`config.mk`:
```
export PLATFORM = sky130hd
export DESIGN_NAME = baccarat_deal_fsm
export DESIGN_NICKNAME = d
export VERILOG_FILES = /design/src/rtl/baccarat_deal_fsm.sv
export SDC_FILE = /design/constraint.sdc
export NUM_CORES = 1
export LEC_CHECK = 0
export CAP_MARGIN = 20
export CORE_MARGIN = 5
export CORE_UTILIZATION = 40
export CTS_BUF_LIST = sky130_fd_sc_hd__clkbuf_4 sky130_fd_sc_hd__clkbuf_8
export DETAILED_ROUTE_END_ITERATION = 10
export HOLD_SLACK_MARGIN = 0.08
export PLACE_DENSITY = 0.76
export SYNTH_ARGS = -nofsm -noshare
export SYNTH_HDL_FRONTEND = slang
export SYNTH_SLANG_ARGS = --single-unit
```
`constraint.sdc`:
```
create_clock -name slow_clock -period 3.1 [get_ports slow_clock]
set_input_delay 0.775 -clock slow_clock [delete_from_list [all_inputs] [get_ports slow_clock]]
set_output_delay 0.775 -clock slow_clock [all_outputs]
set_load 0.02 [all_outputs]
```
`src/rtl/baccarat_deal_fsm.sv`:
```
// rtl/baccarat_deal_fsm.sv - dealing sequencer and win-light latch for one baccarat hand
//
// Purpose:
//   Steps through the deal (P1 D1 P2 D2), evaluates naturals and the
//   third-card rules against the scorer outputs, and latches the win lights.
//
// Ports:
//   slow_clock    in   1  clock, all state updates on posedge
//   reset         in   1  synchronous active-high reset
//   step          in   1  advance request, one-cycle pulse
//   pscore        in   4  player hand score 0-9
//   dscore        in   4  dealer hand score 0-9
//   pcard3        in   4  player third-card rank 0-13 (0 = none)
//   load_pcard1..3, load_dcard1..3
//                 out  1  one-cycle card-register load enables, at most one high
//   player_win    out  1  registered player win light
//   dealer_win    out  1  registered dealer win light
//   done          out  1  hand complete
//   natural       out  1  hand ended on a natural (only with NATURAL_FLAG_EN)
//
// Parameters:
//   TIE_BOTH      1 -> both lights on a tie, 0 -> both off
//
// Configuration macro:
//   NATURAL_FLAG_EN  adds the natural output

module baccarat_deal_fsm #(
  parameter bit TIE_BOTH = 1'b1
) (
  input  logic       slow_clock,
  input  logic       reset,
  input  logic       step,
  input  logic [3:0] pscore,
  input  logic [3:0] dscore,
  input  logic [3:0] pcard3,
  output logic       load_pcard1,
  output logic       load_pcard2,
  output logic       load_pcard3,
  output logic       load_dcard1,
  output logic       load_dcard2,
  output logic       load_dcard3,
  output logic       player_win,
  output logic       dealer_win,
`ifdef NATURAL_FLAG_EN
  output logic       natural,
`endif
  output logic       done
);

  typedef enum logic [3:0] {
    S_P1    = 4'd0,
    S_P2    = 4'd1,
    S_D1    = 4'd2,
    S_D2    = 4'd3,
    S_EVAL4 = 4'd4,
    S_P3    = 4'd5,
    S_EVALD = 4'd6,
    S_D3    = 4'd7,
    S_FINAL = 4'd8,
    S_DONE  = 4'd9
  } state_t;

  state_t     r_state;
  state_t     w_next;
  logic       r_player_win;
  logic       r_dealer_win;
  logic       w_step_ok;
  logic       w_natural;
  logic [3:0] w_v;
  logic       w_dealer_draw;

`ifdef NATURAL_FLAG_EN
  logic       r_nat_path;
  logic       r_natural;
  assign natural = r_natural;
`endif

  assign player_win = r_player_win;
  assign dealer_win = r_dealer_win;

  // Reset has priority over step, so a load pulse never escapes a reset cycle.
  assign w_step_ok = step & ~reset;
  assign w_natural = (pscore >= 4'd8) || (dscore >= 4'd8);

  // Third-card value: face ranks 10-13 count as zero.
  assign w_v = (pcard3 <= 4'd9) ? pcard3 : 4'd0;

  always_comb begin
    w_dealer_draw = 1'b0;
    case (dscore)
      4'd0, 4'd1, 4'd2: w_dealer_draw = 1'b1;
      4'd3:             w_dealer_draw = (w_v != 4'd8);
      4'd4:             w_dealer_draw = (w_v >= 4'd2) && (w_v <= 4'd7);
      4'd5:             w_dealer_draw = (w_v >= 4'd4) && (w_v <= 4'd7);
      4'd6:             w_dealer_draw = (w_v >= 4'd6) && (w_v <= 4'd7);
      default:          w_dealer_draw = 1'b0;
    endcase
  end

  always_comb begin
    w_next      = r_state;
    load_pcard1 = 1'b0;
    load_pcard2 = 1'b0;
    load_pcard3 = 1'b0;
    load_dcard1 = 1'b0;
    load_dcard2 = 1'b0;
    load_dcard3 = 1'b0;
    done        = 1'b0;
    case (r_state)
      S_P1: begin
        load_pcard1 = w_step_ok;
        if (step) w_next = S_D1;
      end
      S_D1: begin
        load_dcard1 = w_step_ok;
        if (step) w_next = S_P2;
      end
      S_P2: begin
        load_pcard2 = w_step_ok;
        if (step) w_next = S_D2;
      end
      S_D2: begin
        load_dcard2 = w_step_ok;
        if (step) w_next = S_EVAL4;
      end
      S_EVAL4: begin
        if (w_natural)              w_next = S_FINAL;
        else if (pscore <= 4'd5)    w_next = S_P3;
        else if (dscore <= 4'd5)    w_next = S_D3;
        else                        w_next = S_FINAL;
      end
      S_P3: begin
        load_pcard3 = w_step_ok;
        if (step) w_next = S_EVALD;
      end
      S_EVALD: begin
        w_next = w_dealer_draw ? S_D3 : S_FINAL;
      end
      S_D3: begin
        load_dcard3 = w_step_ok;
        if (step) w_next = S_FINAL;
      end
      S_FINAL: begin
        w_next = S_DONE;
      end
      S_DONE: begin
        done = 1'b1;
      end
      default: begin
        w_next = S_P1;
      end
    endcase
  end

  always_ff @(posedge slow_clock) begin
    if (reset) begin
      r_state      <= S_P1;
      r_player_win <= 1'b0;
      r_dealer_win <= 1'b0;
`ifdef NATURAL_FLAG_EN
      r_nat_path   <= 1'b0;
      r_natural    <= 1'b0;
`endif
    end else begin
      r_state <= w_next;
      if (r_state == S_FINAL) begin
        if (pscore == dscore) begin
          r_player_win <= TIE_BOTH;
          r_dealer_win <= TIE_BOTH;
        end else begin
          r_player_win <= (pscore > dscore);
          r_dealer_win <= (dscore > pscore);
        end
      end
`ifdef NATURAL_FLAG_EN
      // Remember whether EVAL4 short-circuited on a natural; published in FINAL.
      if (r_state == S_EVAL4) r_nat_path <= w_natural;
      if (r_state == S_FINAL) r_natural  <= r_nat_path;
`endif
    end
  end

endmodule
```
# == Word level (Yosys, flattened, before mapping) ==
# Index checks and enable logic that the tools add are counted.
# totals
register_bits,6
output_inout_bits,9
wordCells,70
# classes
n_lt_le_gt_ge,11
eq_ne,23
n_mux,22
bitwise_logic,3
n_reduce_logical,8
# ops
cell,n
$mux 4,11
$pmux 4 s10,1
$eq 4x3->1 const B,7
$eq 4x2->1 const B,4
$le 4x3->1 const B,3
$ne 2x2->1 const B,6
$mux 1,9
$eq 4x1->1 const B,2
$eq 4x4->1 const B,2
$ge 4x3->1 const B,2
$ge 4x4->1 const B,2
$gt 4x4->1,2
$logic_not 4->1,2
$reduce_and 7->1,1
$pmux 1 s5,1
$eq 4x4->1,1
$ge 4x2->1 const B,1
$le 4x4->1 const B,1
$ne 4x4->1 const B,1
$logic_and 1x1->1,3
$reduce_or 3->1,1
$not 1->1,2
$and 1x1->1,1
$logic_or 1x1->1,1

# == Logic depth before layout (Yosys ltp) ==
# Gate-level depths: netlist (run 1).
# depth
word_depth,7
depth_mapped,6
ltp_nobuf,6

# == Worst setup path after synthesis (run 1) ==
# OpenSTA, ideal clock, no wires.
# synth_timing
path_kind,input-to-output
startpoint,in reset
endpoint,out load_pcard1
t_arrival_ns,1.719
required_ns,2.325
slack_ns,0.606
path_stages,4
path_buffers,0
cell_sequence,inv_1 > nand2_1 > or3_1 > nor3_1
# synth_via
elab_chain_cells,3
# synth_rtl
element,line,rtl
start: declaration,31,"input logic reset,"
$not 1->1,82,assign w_step_ok = step & ~reset;
$and 1x1->1,82,
$mux 1,109,case (r_state)
end: declaration,36,"output logic load_pcard1,"
# Every way passes these cells.

# == Worst setup path after layout (run 1) ==
# Ends and elaborated chain as after synthesis.

==> metrics, run 1 <==
CP required 2320 ps; largest net degree at the start of global routing 13; vias roughly 730; WHS Path Cells 2; global route overflow 0; DRT Pass-1 Iters 4; CP Launch Type input port; diodes inserted 0; Max Fclk 336 MHz; pins over their slew limit 0; P&R area growth vs syn 44.3%; Worst Hold End player_win$_SDFFE_PP0N_; Max clock buf depth 2; CP arrival ~2200 ps; final core utilization 60.1%; die span in y ~49 um; HP Start player_win$_SDFFE_PP0N_; register bit total from synthesis 6; Crit. End Element output port; Die ar. 2420 um2; Setup Crit Path Kind in2out; DP HPWL 1320 um; CTS tree built; R2R setup slack 1540 ps; post-synth cell types 30; Worst Reg-to-Reg Cells 4; CP top delay family buffers and inverters; Core Area 1470 um2; Clock Skews 5.49 ps; power per cell area 259 nW/um2; # port buffers 23; Seq/Total Area, Yosys 19.6%; starting density of the core 41.7%; CTS buffer count 3; hold crit path type reg2reg; Post-Route WL 1630 um; WL per Instance 12.7 um; Post-Syn Area per Cell about 7 um2; worst-margin pin slew 518 ps; Antenna Nets Post-Route 0; Total Nets Final around 130; Worst Setup SP reset; Root Buffer clkbuf_4; Die Wd 49.2 um; initial drt markers 15; reg-to-reg endpoint r_state[1]$_SDFFE_PP0P_; crit path time final 2980 ps; period utilization 96.0%; gr usage total 13.5%; Syn Nets between 100 and 150; P_leak between 0.3 and 0.4 nW; result of the run complete, no violations; placer's final routability congestion estimate 0.818; FF-to-FF Start r_state[0]$_SDFFE_PP0P_; Post-Layout Cell Count 128; Mapped Area 613 um2; Worst VDD drop roughly 160 uV; max cap viols 0; vias in the first global route 685; Std-Cell Rows 14; # IOs 24; initial antenna violation count 0; DRC 0; CP max stage delay 420 ps; Mapped Cells 86; CP Cell Sequence clkdlybuf4s50_1, inv_1, nand2_1, or3_1, nor3_1, dlygate4sd2_1; Critical Path Fanout Max 4; setup repair bufs after CTS 0; normalized max-slew margin 65.2%; placed insts about 130; YS warnings 0; Final Hold Fails 0; Finish-stage setup viols 0; vias per inst 5.73; share of cells above drive strength 1 just under 10%; unrepaired setup endpoints after global routing false; worst skew pair latency 250 ps; Max H-tree Level 1; number of clock sinks 6; Critical-path top delay cell clkdlybuf4s50_1; first-pass GRT wire length 2740 um; CTS clk-pin slew, worst paths 50 ps; CP Buf/Inv Count 3
[flip-flops by register name (all words and copies together), names as in the netlist]
name and count:
r_state 4, player_win 1, dealer_win 1
[per-stage QoR]
step | TNS, ps | hold WS [ps] | area (um2) | power (mW) | worst slack (ps)
after floorplan | 0 | 564 | 613 | 0.120 | 606
after global placement | -374 | 487 | 862 | 0.153 | -130
after detailed placement | -486 | 494 | 862 | 0.154 | -161
after CTS | 0 | 496 | 880 | 0.231 | 38.2
after global routing | 0 | 532 | 885 | 0.242 | 25.4
final | 0 | 493 | 885 | 0.229 | 123
[how the worst max path moves through the flow]
stage             endpoint  depth (start not counted)
6_report       load_pcard1                          6
5_1_grt        load_pcard1                          6
4_1_cts        load_dcard3                          6
3_5_place_dp   load_pcard1                          6
3_3_place_gp   load_pcard1                          6
2_1_floorplan  load_pcard1                          4
[Yosys cell counts]
library cell | instances | area, um2
a211o_1 | 1 | 8.76
a211oi_1 | 2 | 15.0
o221a_2 | 1 | 11.3
or2b_1 | 1 | 7.51
o311ai_1 | 1 | 8.76
nor3_1 | 5 | 25.0
o22ai_1 | 1 | 6.26
nor2_1 | 14 | 52.6
buf_6 | 2 | 22.5
nor2b_1 | 2 | 12.5
o21ai_0 | 3 | 15.0
or3b_2 | 1 | 8.76
clkbuf_1 | 1 | 3.75
nand2_1 | 7 | 26.3
clkbuf_2 | 1 | 5.00
a311oi_1 | 4 | 35.0
o2111ai_1 | 1 | 8.76
nor2b_4 | 1 | 13.8
or2_0 | 1 | 6.26
nand4_1 | 4 | 25.0
dfxtp_1 | 6 | 120
or3_1 | 1 | 6.26
inv_1 | 8 | 30.0
a221oi_2 | 1 | 15.0
ha_1 | 4 | 50.1
a221o_1 | 1 | 10.0
a41oi_1 | 1 | 8.76
nand2b_1 | 4 | 25.0
nand3_1 | 2 | 10.0
a21oi_1 | 4 | 20.0
[cell families (layout without fill, tap and decap cells)]
kind of cell	Yosys count	after routing	synth area share [%]
buffers and inverters	12	38	10.0
and+or+nand+nor	43	43	35.7
adders and majority gates	4	4	8.16
AOI/OAI and AO/OA	21	21	26.5
DFF	6	6	19.6
[worst min-delay path, delay by kind of cell, from the launching register on]
kind | cells | cell delay [ps]
AND/OR/NAND/NOR | 1 | 90
flip-flops | 1 | 300
AO/OA/AOI/OAI | 1 | 50
[area by class of cell]
type / count / area, um2
Timing Repair Buffer: 27 / 260
Inverter: 8 / 30.0
Clock buffer: 3 / 22.5
Sequential cell: 6 / 120
Tap cell: 16 / 20.0
Multi-Input combinational cell: 68 / 432
Fill cell: 151 / 587
[power by group]
part	switching [mW]	internal (mW)
registers	0.00602	0.0794
logic	0.0301	0.0363
clock network	0.0330	0.0441
[cell usage in the layout, fill, tap and decap left out]
master / instances
a211o_1: 1
buf_4: 4
a221o_1: 1
dlymetal6s2s_1: 2
nor3_1: 5
dlygate4sd2_1: 4
a41oi_1: 1
or2b_1: 1
o2111ai_1: 1
nor2_1: 14
nand3_1: 2
a21oi_1: 4
ha_1: 4
nand2b_1: 4
o22ai_1: 1
o21ai_0: 3
a211oi_1: 2
nor2b_4: 1
inv_1: 8
o221a_2: 1
a221oi_2: 1
or3b_2: 1
clkbuf_4: 3
dfxtp_1: 6
a311oi_1: 4
clkdlybuf4s50_1: 17
nand4_1: 4
nand2_1: 7
nor2b_1: 2
o311ai_1: 1
or3_1: 1
or2_0: 1
[timing repair]
action,4_1_cts,5_1_grt
endpoints found under the setup margin,4,2
hold buffers,0,0
gates resized for setup,4,2
[layer usage]
layer | vias up | share of wire, % | GRT usage [%]
met5 | - | 0 | 0
met4 | 0 | 0 | 3.59
met3 | 0 | 9.5 | 5.20
met2 | 36 | 47 | 23.6
met1 | 328 | 44 | 15.0
li1 | 369 | - | -
Note: power is estimated with default switching activity, not from simulation.
==> inputs of run 2 (changes only) <==
--- a/config.mk
+++ b/config.mk
@@ -7,11 +7,11 @@
 export LEC_CHECK = 0
 export CAP_MARGIN = 20
 export CORE_MARGIN = 5
-export CORE_UTILIZATION = 40
+export CORE_UTILIZATION = 47
 export CTS_BUF_LIST = sky130_fd_sc_hd__clkbuf_4 sky130_fd_sc_hd__clkbuf_8
 export DETAILED_ROUTE_END_ITERATION = 10
 export HOLD_SLACK_MARGIN = 0.08
-export PLACE_DENSITY = 0.76
+export PLACE_DENSITY = 0.87
 export SYNTH_ARGS = -nofsm -noshare
 export SYNTH_HDL_FRONTEND = slang
 export SYNTH_SLANG_ARGS = --single-unit
==> metrics, run 2 (synthesized netlist as in run 1, its figures left out) <==
Biggest register r_state; Total Nets Final 133; diodes inserted 0; gr usage total between 15 and 20%; first-pass GRT wire length 2990 um; Std-Cell Rows 13; max cap viols 0; vias per inst 5.85; gr busiest metal met2; CP required 2320 ps; # IOs 24; pins over their slew limit 0; Clock Skews roughly 10 ps; Final Hold Fails 0; WL per Instance approximately 14 um; leading cell type in the layout, fill and taps excluded clkdlybuf4s50_1; Die ar. approximately 2100 um2; worst-margin pin slew 506 ps; setup repair bufs after CTS 0; Crit. End Element output port; worst skew pair latency around 260 ps; Final Cell Area 883 um2; result of the run complete, no violations; Post-Route WL between 1500 and 2000 um; normalized max-slew margin about two thirds; DP HPWL 1470 um; largest net degree at the start of global routing 13; Finish-stage setup viols 0; Core Area roughly 1300 um2; # port buffers 23; R2R setup slack 1470 ps; Setup Crit Path Kind in2out; met1 usage 21.0%; CP Launch Type input port; vias 743; Multi-input gate area 432 um2; CP arrival 2190 ps; DRT Pass-1 Iters 4; most frequent cells in the layout 17 x clkdlybuf4s50_1, 14 x nor2_1, 8 x inv_1, 7 x nand2_1, 6 x dfxtp_1; DRC 0; Worst VDD drop 165 uV; register area 120 um2; share of cells above drive strength 1 9.82%; filler instances ~120; P_leak 0.380 nW; Die Wd roughly 46 um; hold crit path type reg2reg; die span in y 46.1 um; power per cell area 262 nW/um2; Max clock buf depth 2; Tot Pwr 0.232 mW; CTS tree built; Post-Layout Cell Count 127; Critical Path Fanout Max 4; Worst Reg-to-Reg Cells 4; Max H-tree Level 1; Antenna Nets Post-Route 0; CTS clk-pin slew, worst paths around 50 ps; P&R area growth vs syn 44.1%; initial drt markers 25; placed inst area 861 um2; grt met3 use under 10%; placer's final routability congestion estimate slightly below 0.8; final core utilization 69.6%; starting density of the core roughly half; crit path time final 2970 ps; Root Buffer clkbuf_4; vias in the first global route 729; CTS buffer count 3; global route overflow 0; unrepaired setup endpoints after global routing false; placed insts 124; initial antenna violation count 0; max reg flops 4; period utilization a little over nine tenths; worst hold margin a little over 500 ps; WHS Path Cells 2; grt met2 use between 30 and 40%; number of clock sinks 6; Max Fclk 337 MHz
==> run 2: cell counts in the layout (fill, tap and decap cells not counted) <==
Identical to the previous run, type by type.
==> run 2: worst paths after layout <==
kind,end,startpoint
worst max-delay path,load_pcard1,reset
worst min-delay path,player_win$_SDFFE_PP0N_,player_win$_SDFFE_PP0N_
worst max register to register,r_state[1]$_SDFFE_PP0P_,r_state[0]$_SDFFE_PP0P_
worst min register to register,player_win$_SDFFE_PP0N_,player_win$_SDFFE_PP0N_
==> run 2: critical path, cell delays in order <==
cell	delay [ps]
clkdlybuf4s50_1	420
inv_1	80
nand2_1	70
or3_1	360
nor3_1	130
dlygate4sd2_1	350
==> run 2: routing by layer <==
metal,wire (um),share of wire [%]
met5,0,0
met4,27,1.5
met3,155,8.6
met2,927,51
met1,694,38
==> run 2: per-stage QoR <==
step / setup TNS [ps] / setup slack (ps)
3_5_place_dp: -444 / -151
4_1_cts: 0 / 36.7
3_3_place_gp: -368 / -131
6_report: 0 / 133
5_1_grt: 0 / 1.78
2_1_floorplan: 0 / 606
==> run 2: what timing repair did <==
action                     4_1_cts  5_1_grt
hold buffers                     0        0
setup endpoints to repair        4        2
gates resized for setup          4        2
==> run 2: cell type report <==
class,instances,area share [%]
Clock buffer,3,2.55
Multi-Input combinational cell,68,48.9
Sequential cell,6,13.6
Timing Repair Buffer,27,29.5
Tap cell,15,2.12
Inverter,8,3.40
==> run 2: power by group <==
part | leakage (nW) | total, mW | switching, mW | internal [mW]
clock | 0.0138 | 0.0788 | 0.0346 | 0.0442
sequential | 0.0487 | 0.0856 | 0.00625 | 0.0793
combinational | 0.317 | 0.0674 | 0.0311 | 0.0363
total | 0.380 | 0.232 | 0.0720 | 0.160
==> inputs of run 3 (changes only) <==
--- a/config.mk
+++ b/config.mk
@@ -12,6 +12,7 @@
 export DETAILED_ROUTE_END_ITERATION = 10
 export HOLD_SLACK_MARGIN = 0.08
 export PLACE_DENSITY = 0.87
+export SLEW_MARGIN = 15
 export SYNTH_ARGS = -nofsm -noshare
 export SYNTH_HDL_FRONTEND = slang
 export SYNTH_SLANG_ARGS = --single-unit
==> results of run 3 <==
The final DEF is identical to that of run 2; final timing and power are the same.
